<file path="src/rtl/sevenseg_scan.sv">
// sevenseg_scan: time-multiplexed seven-segment display driver.
//
// Scans DIGITS digits one slot at a time. Each slot lasts SCAN_DIV clocks,
// and the digit enable stays off for the first BLANK_CYC clocks of the slot
// so the previous digit's segment pattern cannot ghost onto the next digit.
// Each digit shows one hex nibble as abcdefg plus a decimal point.
// Loads go into a shadow buffer. The shadow is copied to the active buffer
// only on the frame boundary, which is the edge where the digit index wraps
// back to 0.
//
// Ports:
//   clk        system clock
//   rst_n      asynchronous active-low reset (release is synchronous)
//   load_i     one-cycle strobe, captures value_i/dp_i/blank_i into the shadow
//   value_i    hex nibble per digit, digit k = bits [4k+3:4k]
//   dp_i       decimal point per digit
//   blank_i    1 = digit k dark (segments/dp off, enable still scanned)
//   bright_i   (SEVENSEG_DIM_EN only) 4-bit brightness, 15 = full duty
//   seg_o      segments, bit6 = a ... bit0 = g (inverted when SEG_INV=1)
//   dp_o       decimal point (inverted when SEG_INV=1)
//   dig_o      one-hot digit enable (inverted when DIG_INV=1)
//   frame_o    one-cycle pulse while idx==0 and cnt==0 are first visible
//   pending_o  shadow holds data that has not been committed yet
//
// Optional feature macro: SEVENSEG_DIM_EN adds PWM dimming of the digit
// enable through bright_i. When the macro is undefined the display runs at
// full duty and there is no bright_i port.
//
// Output timing: every output is registered from (cnt, idx, active buffer),
// so the display lags the scan state by one clock. frame_o is registered
// from the frame-wrap condition, so it lines up with the internal state.

module sevenseg_scan #(
    parameter int DIGITS    = 4,
    parameter int SCAN_DIV  = 50000,
    parameter int BLANK_CYC = 2,
    parameter int SEG_INV   = 0,
    parameter int DIG_INV   = 1
) (
    input  logic                  clk,
    input  logic                  rst_n,
    input  logic                  load_i,
    input  logic [4*DIGITS-1:0]   value_i,
    input  logic [DIGITS-1:0]     dp_i,
    input  logic [DIGITS-1:0]     blank_i,
`ifdef SEVENSEG_DIM_EN
    input  logic [3:0]            bright_i,
`endif
    output logic [6:0]            seg_o,
    output logic                  dp_o,
    output logic [DIGITS-1:0]     dig_o,
    output logic                  frame_o,
    output logic                  pending_o
);

    localparam int CNT_W = (SCAN_DIV > 1) ? $clog2(SCAN_DIV) : 1;
    localparam int IDX_W = (DIGITS > 1) ? $clog2(DIGITS) : 1;

    localparam logic [CNT_W-1:0] CNT_LAST = CNT_W'(SCAN_DIV - 1);
    localparam logic [IDX_W-1:0] IDX_LAST = IDX_W'(DIGITS - 1);

    localparam logic SEG_POL = (SEG_INV != 0);
    localparam logic DIG_POL = (DIG_INV != 0);

    // Scan state
    logic [CNT_W-1:0]    cnt;
    logic [IDX_W-1:0]    idx;
    logic                pending;

    // Double buffer: shadow is written by loads, active drives the display
    logic [4*DIGITS-1:0] sh_val;
    logic [DIGITS-1:0]   sh_dp;
    logic [DIGITS-1:0]   sh_blank;
    logic [4*DIGITS-1:0] act_val;
    logic [DIGITS-1:0]   act_dp;
    logic [DIGITS-1:0]   act_blank;

    logic slot_wrap;
    logic frame_wrap;

    assign slot_wrap  = (cnt == CNT_LAST);
    assign frame_wrap = slot_wrap && (idx == IDX_LAST);

    // Prescaler, digit index, buffers and commit
    always_ff @(posedge clk or negedge rst_n) begin
        if (!rst_n) begin
            cnt       <= '0;
            idx       <= '0;
            pending   <= 1'b0;
            sh_val    <= '0;
            sh_dp     <= '0;
            sh_blank  <= '1;
            act_val   <= '0;
            act_dp    <= '0;
            act_blank <= '1;
        end else begin
            if (slot_wrap) begin
                cnt <= '0;
                if (idx == IDX_LAST) begin
                    idx <= '0;
                end else begin
                    idx <= idx + 1'b1;
                end
            end else begin
                cnt <= cnt + 1'b1;
            end

            // The commit reads the pre-edge shadow, so a load on the same
            // edge is held back for the next frame and keeps pending set.
            if (frame_wrap && pending) begin
                act_val   <= sh_val;
                act_dp    <= sh_dp;
                act_blank <= sh_blank;
            end

            if (load_i) begin
                sh_val   <= value_i;
                sh_dp    <= dp_i;
                sh_blank <= blank_i;
                pending  <= 1'b1;
            end else if (frame_wrap) begin
                pending  <= 1'b0;
            end
        end
    end

    // Anti-ghost window: the enable stays off during the first BLANK_CYC
    // cycles of every slot.
    logic in_window;
    generate
        if (BLANK_CYC == 0) begin : g_no_blank
            assign in_window = 1'b1;
        end else begin : g_blank
            assign in_window = (cnt >= CNT_W'(BLANK_CYC));
        end
    endgenerate

    logic duty_ok;
`ifdef SEVENSEG_DIM_EN
    logic [3:0] pwm;

    always_ff @(posedge clk or negedge rst_n) begin
        if (!rst_n) begin
            pwm <= 4'd0;
        end else begin
            pwm <= pwm + 4'd1;
        end
    end

    // bright_i=15 gives full duty; bright_i=0 gives 1/16 duty.
    assign duty_ok = (pwm <= bright_i);
`else
    assign duty_ok = 1'b1;
`endif

    function automatic logic [6:0] hex_to_seg(input logic [3:0] h);
        logic [6:0] s;
        case (h)
            4'h0: s = 7'b1111110;
            4'h1: s = 7'b0110000;
            4'h2: s = 7'b1101101;
            4'h3: s = 7'b1111001;
            4'h4: s = 7'b0110011;
            4'h5: s = 7'b1011011;
            4'h6: s = 7'b1011111;
            4'h7: s = 7'b1110000;
            4'h8: s = 7'b1111111;
            4'h9: s = 7'b1111011;
            4'hA: s = 7'b1110111;
            4'hB: s = 7'b0011111;
            4'hC: s = 7'b1001110;
            4'hD: s = 7'b0111101;
            4'hE: s = 7'b1001111;
            default: s = 7'b1000111;
        endcase
        return s;
    endfunction

    // Select the current digit from the active buffer, all active-high
    logic [3:0]        cur_val;
    logic              cur_dp;
    logic              cur_blank;
    logic [6:0]        seg_next;
    logic              dp_next;
    logic [DIGITS-1:0] dig_next;

    always_comb begin
        cur_val   = 4'd0;
        cur_dp    = 1'b0;
        cur_blank = 1'b1;
        dig_next  = '0;
        for (int k = 0; k < DIGITS; k++) begin
            if (idx == IDX_W'(k)) begin
                cur_val     = act_val[4*k +: 4];
                cur_dp      = act_dp[k];
                cur_blank   = act_blank[k];
                dig_next[k] = in_window && duty_ok;
            end
        end
        seg_next = cur_blank ? 7'd0 : hex_to_seg(cur_val);
        dp_next  = cur_dp && !cur_blank;
    end

    // Output register; polarity is applied only here
    always_ff @(posedge clk or negedge rst_n) begin
        if (!rst_n) begin
            seg_o   <= {7{SEG_POL}};
            dp_o    <= SEG_POL;
            dig_o   <= {DIGITS{DIG_POL}};
            frame_o <= 1'b0;
        end else begin
            seg_o   <= seg_next ^ {7{SEG_POL}};
            dp_o    <= dp_next ^ SEG_POL;
            dig_o   <= dig_next ^ {DIGITS{DIG_POL}};
            frame_o <= frame_wrap;
        end
    end

    assign pending_o = pending;

endmodule

</file>
<file path="config.mk">
export PLATFORM = sky130hd
export DESIGN_NAME = sevenseg_scan
export DESIGN_NICKNAME = d
export VERILOG_FILES = /design/src/rtl/sevenseg_scan.sv
export SDC_FILE = /design/constraint.sdc
export NUM_CORES = 1
export LEC_CHECK = 0
export ABC_AREA = 1
export BUFFER_PORTS_ARGS = -buffer_cell sky130_fd_sc_hd__buf_4
export CAP_MARGIN = 20
export CELL_PAD_IN_SITES_DETAIL_PLACEMENT = 0
export CELL_PAD_IN_SITES_GLOBAL_PLACEMENT = 1
export CORE_AREA = 8 8 108 110
export CTS_CLUSTER_SIZE = 24
export DETAILED_ROUTE_END_ITERATION = 8
export DIE_AREA = 0 0 116 118
export HOLD_SLACK_MARGIN = 0.08
export PLACE_DENSITY_LB_ADDON = 0.1
export SYNTH_ARGS = -nofsm -noshare
export SYNTH_HDL_FRONTEND = slang
export SYNTH_SLANG_ARGS = --single-unit
</file>
<file path="constraint.sdc">
create_clock -name clk -period 5.94 [get_ports clk]
set_input_delay 0.297 -clock clk [delete_from_list [all_inputs] [get_ports clk]]
set_output_delay 0.297 -clock clk [all_outputs]
set_load 0.005 [all_outputs]
</file>
==> results of run 1 <==
==> metrics by stage <==
| stage | total power [mW] | cells |
|---|---|---|
| final | 1.06 | 608 |
| after global routing | 1.11 | 608 |
| after CTS | 1.08 | 606 |
| after detailed placement | 0.623 | 591 |
| after global placement | 0.622 | 591 |
| after floorplan | 0.593 | 426 |
==> logic make-up after synthesis <==
logic type               count (synthesis)  share of synthesized area [%]
XOR/XNOR                                 5                           1.19
AND/OR/NAND/NOR                        179                           20.7
adder cells (fa/ha/maj)                 12                           4.07
AO/OA/AOI/OAI                           80                           11.7
buffers and inverters                   70                           7.79
flip-flops                              80                           54.6
==> synth_stat cells (2+ instances only) <==
cell and instances:
dfstp_2 12, nor2_1 25, o21ai_1 16, xor2_1 5
nor3b_1 2, inv_1 58, o21bai_1 2, nor4_1 4
o21ai_0 35, nor3_1 4, nand3_1 17, o21ai_2 4
clkbuf_1 7, ha_1 12, dfrtp_1 68, nand2_2 4
a21oi_1 19, buf_6 3, nand2_1 115, nand4_1 4
==> final cells by class <==
class / count / share of cell area (%)
inverters: 59 / 5.11
multi-input cells: 276 / 31.9
clock inverters: 3 / 1.49
well taps: 136 / 3.91
repair buffers: 42 / 7.76
flip-flops and latches: 80 / 46.3
clock buffers: 12 / 3.56
==> registers in the layout, summed over array words and instances (netlist names) <==
register,count
sh_blank,4
act_dp,4
sh_val,16
seg_o,7
pending_o,1
sh_dp,4
dig_o,4
frame_o,1
cnt,16
act_val,16
idx,2
dp_o,1
act_blank,4
==> worst reg2reg max path, stage by stage, from the launching register on <==
cell     delay, ns
dfrtp_1       0.41
inv_1         0.12
ha_1          0.31
inv_1         0.18
nor2_1        0.12
nor2_1        0.05
a21oi_1       0.45
inv_1         0.16
ha_1          0.32
o21ai_0       0.17
a21oi_1       0.08
==> metal layers <==
metal  track usage, %  up-vias  part of all wire (%)
met5                0        -                     0
met4             6.65        0                   2.3
met3             2.46       13                   3.2
met2             18.5       40                    45
met1             15.9     1241                    49
li1                 -     1435                     -
==> power by group through the flow <==
stage / clock, mW / sequential (mW) / combinational (mW)
final: 0.449 / 0.564 / 0.0488
after global routing: 0.487 / 0.566 / 0.0583
after CTS: 0.469 / 0.564 / 0.0487
after detailed placement: 0 / 0.575 / 0.0485
after global placement: 0 / 0.574 / 0.0474
after floorplan: 0 / 0.574 / 0.0191
==> path summary, 6_finish.rpt <==
check                             start            to  slack, ns  cells after the start
max                              idx[0]      seg_o[5]       3.47                     10
min                         value_i[12]    sh_val[12]       0.15                      3
max reg2reg                      idx[0]      seg_o[5]       3.47                     10
min reg2reg                act_blank[3]  act_blank[3]       0.47                      2
max in group asynchronous         rst_n  act_blank[3]       4.94                      3
min in group asynchronous         rst_n       cnt[11]       0.37                      2
==> run summary, run 1 <==
layout cells sized above 1: 16.7%
fin. max-slew vios: 0
synth top area cells: dfrtp_1 46%, nand2_1 12%, dfstp_2 8.5%
Min-Delay Path Class: primary input to register
CTS tree: done
Slew headroom: 44.2%
switching power: 0.224 mW
Placement Setup Slack: 3.46 ns
Yosys top cell by area: dfrtp_1
Clock power frac: 42.3%
Num CTS Buffers: 9
area of the multi-input gates: 1390 um^2
CP bufs+invs: 3
fin area: 4360 um^2
number of synthesized flops with an enable pin: 0
Ports: 41
CP dominant cell by count: inv_1
post-cts sizing count: 0
First-pass DRT Iterations: 4
first-pass GRT wire length: 13400 um
H-tree levels: 3
sequential group share of total power: 53.1%
register bit count reported by yosys: 80
min cycle time layout: 2.47 ns
die height: 118 um
CTS Root Cell: clkbuf_8
Switching Share: 21.1%
Leakage: 2.18 nW
critical path capture point type: register
clock sinks: 80
routed len/inst: 12.4 um
Nets: 507
largest net degree at the start of global routing: 81
# rows: 37
WS Path Type: register to register
most frequent cells in the layout: 115 x nand2_1, 68 x dfrtp_1, 58 x inv_1, 40 x buf_4, 35 x o21ai_0
buffers added on ports: 40
Net Count, Synth: 465
CP Data Required Time: 6.18 ns
MaxCap Viol Count: 0
antenna diode count: 0
antenna-violating nets left: 0
Die Width: 116 um
DRC Markers: 0
period utilization: 41.6%
Total Neg Setup Slack: 0 ns
Util after Layout: 43.6%
critical path arrival: 2.71 ns
CP Max Fanout: 7
routed vias: 2729
RSZ-0062 raised after global routing: no
Synth cell types: 30
Clock Pin Slew Worst Setup and Hold Paths: 0.09 ns
warnings from Yosys: 0
postcts setup bufs: 0
initial antenna violation count: 0
Main synth FF type: dfrtp_1
final hold slack: 0.147 ns
Avg Synthesized Cell Area: 8.67 um^2
GP Congestion: 0.788
starting DRC count in detailed routing: 122
core area: 10000 um^2
gr usage total: 12.2%
Worst-Skew Late Latency: 0.35 ns
sequential fraction of the synthesis area: 54.6%
HPWL Detailed: 5350 um
Int Power: 0.837 mW
Comb pwr share: 4.6%
Initial Utilization: 36.9%
final setup fails: 0
vias per inst: 4.49
setup ws final: 3.47 ns
vias in the first global route: 2827
Critical-path top delay cell: a21oi_1
post-place instance area: 4100 um^2
area grow syn2layout: 18.0%
# hold bufs at CTS: 0
slowest stage delay, CP: 0.45 ns
worst path cell trace: inv_1 > ha_1 > inv_1 > nor2_1 > nor2_1 > a21oi_1 > inv_1 > ha_1 > o21ai_0 > a21oi_1
post-synthesis cell count: 426
worst-margin pin slew: 0.835 ns
die area: 13700 um^2
gr ovfl total: 0
pwr/cell area: 244 nW/um^2
Final Hold Viols: 0
Yosys top cell area share: 46.1%
Max IR drop VDD: 0.110 mV
commonest non-fill, non-tap cell in the layout: nand2_1
CP top delay family: compound AO/OA/AOI/OAI gates
asr flop ratio synth: 100%
run status: finished, final reports clean
routed wire length: 7520 um
fill cell count: 1049
cell area after synthesis: 3690 um^2
Clock Tree Buf Depth: 2
Storage cell area: 2020 um^2
Setup Skew: 0.0136 ns
fmax: 0.405 GHz
Critical Path Source Type: register
Power figures use the tool's default switching activity.
==> inputs of run 2 (changes only) <==
==> constraint.sdc (replaced) <==
create_clock -name clk -period 2.4 [get_ports clk]
set_input_delay 0.12 -clock clk [delete_from_list [all_inputs] [get_ports clk]]
set_output_delay 0.12 -clock clk [all_outputs]
set_load 0.005 [all_outputs]
==> run summary, run 2 (synthesized netlist as in run 1, its figures left out) <==
CTS Root Cell: clkbuf_8
buffers added on ports: 40 (unchanged)
gr ovfl total: 0 (unchanged)
Clock Tree Buf Depth: 2 (unchanged)
MaxCap Viol Count: 0 (unchanged)
First-pass DRT Iterations: 4 (unchanged)
initial antenna violation count: 0 (unchanged)
Util after Layout: 45.9% (+2.4 points)
post-place instance area: 4160 um^2 (+1.5%)
Clock Pin Slew Worst Setup and Hold Paths: 0.08 ns (about the same)
Min-Delay Path Class: primary input to register
clock sinks: 80 (unchanged)
HPWL Detailed: 5410 um (+1.0%)
RSZ-0062 raised after global routing: no
vias in the first global route: 2870 (+1.5%)
Critical Path Source Type: register
core area: 10000 um^2 (unchanged)
largest net degree at the start of global routing: 81 (unchanged)
fmax: 0.466 GHz (+15%)
run status: finished, final reports clean
critical path capture point type: register
slowest stage delay, CP: 0.41 ns (-0.04 ns)
vias per inst: 4.47 (-0.39%)
Max IR drop VDD: 0.260 mV (+140%)
area grow syn2layout: 24.3%
Nets: 535 (+5.5%)
H-tree levels: 3 (unchanged)
final hold slack: 0.162 ns (+0.0153 ns)
routed len/inst: 12.2 um (-1.1%)
fin area: 4590 um^2 (+5.4%)
critical path arrival: 2.40 ns (-0.31 ns)
die height: 118 um (unchanged)
final setup fails: 0 (unchanged)
fin. max-slew vios: 0 (unchanged)
Die Width: 116 um (unchanged)
min cycle time layout: 2.15 ns (-0.323 ns)
WS Path Type: register to register
CP Data Required Time: 2.66 ns (-3.52 ns)
Setup Skew: 0.0108 ns (-0.00272 ns)
antenna-violating nets left: 0 (unchanged)
antenna diode count: 0 (unchanged)
period utilization: 89.5% (+48 points)
pwr/cell area: 533 nW/um^2 (+120%)
GP Congestion: 0.790 (+0.25%)
critical hold path startpoint: load_i
fill cell count: 1038 (-1.0%)
worst-margin pin slew: 0.445 ns (-0.389 ns)
CP Max Fanout: 7 (unchanged)
Worst-Skew Late Latency: 0.36 ns (about the same)
routed wire length: 7790 um (+3.7%)
# rows: 37 (unchanged)
most frequent cells in the layout: 115 x nand2_1, 68 x dfrtp_1, 58 x inv_1, 43 x buf_4, 35 x o21ai_0
gr usage total: 12.2% (-0.016 points)
worst path cell trace: inv_1 > ha_1 > inv_1 > nand3_1 > nand2_1 > a21oi_1 > buf_4 > ha_1 > nand2_1 > a21oi_1 > nor2_1
starting DRC count in detailed routing: 43 (-65%)
largest registers: act_val: 16 flops, cnt: 16 flops, sh_val: 16 flops
CP Launch Point: idx[1]
Total Neg Setup Slack: 0 ns (unchanged)
die area: 13700 um^2 (unchanged)
Critical-path top delay cell: dfrtp_1
Ports: 41 (unchanged)
layout cells sized above 1: 17.2% (+0.43 points)
Final Hold Viols: 0 (unchanged)
commonest non-fill, non-tap cell in the layout: nand2_1
Initial Utilization: 36.9% (unchanged)
Num CTS Buffers: 9 (unchanged)
routed vias: 2848 (+4.4%)
DRC Markers: 0 (unchanged)
first-pass GRT wire length: 13400 um (about the same)
CTS tree: done
Slew headroom: 70.3% (+26 points)
worst r2r src: idx[1]
Leakage: 2.27 nW (+4.1%)
-- run 2: layout make-up --
type	count	area [um^2]	area share, %
inverters	59	223	4.85
well taps	136	170	3.71
repair buffers	70	613	13.4
clock buffers	11	141	3.08
flip-flops and latches	80	2020	43.9
multi-input cells	276	1390	30.4
clock inverters	5	32.5	0.709
-- run 2: through the flow --
step	worst slack [ns]	instances	power, mW
2_1_floorplan	0.318	426	1.47
3_3_place_gp	0.266	596	1.54
3_5_place_dp	0.234	596	1.55
4_1_cts	0.220	637	2.48
5_1_grt	0.0177	637	2.57
6_report	0.252	637	2.45
-- run 2: worst paths after layout --
| path | slack, ns | depth (start not counted) | end |
|---|---|---|---|
| min | 0.16 | 3 | sh_blank[2] |
| max in group asynchronous | 1.68 | 3 | act_blank[2] |
| max reg2reg | 0.25 | 11 | seg_o[6] |
| max | 0.25 | 11 | seg_o[6] |
| min in group asynchronous | 0.31 | 3 | cnt[4] |
| min reg2reg | 0.48 | 2 | act_blank[3] |
-- run 2: worst max-delay path: cells and delay by family (launching register included) --
kind                     cells  cell delay [ns]
adder cells (fa/ha/maj)      2             0.49
buffers and inverters        3             0.44
flip-flops                   1             0.41
AO/OA/AOI/OAI                2             0.38
AND/OR/NAND/NOR              4             0.33
-- run 2: where the power goes --
group          total [mW]  internal [mW]  switching (mW)
Sequential           1.40           1.39         0.00854
Combinational       0.151         0.0728          0.0780
Clock               0.900          0.400           0.500
Total                2.45           1.86           0.587
-- run 2: what timing repair did --
item,in CTS,in global routing
hold buffers,25,0
setup endpoints to repair,0,4
hold endpoints to repair,92,0
resized for setup,0,2
buffers inserted,0,0
-- run 2: layer usage --
layer | global-route usage (%) | vias up | share of wire [%]
met5 | 0 | - | 0
met4 | 4.87 | 0 | 1.6
met3 | 3.90 | 10 | 4.6
met2 | 18.8 | 38 | 45
met1 | 15.4 | 1308 | 48
li1 | - | 1492 | -
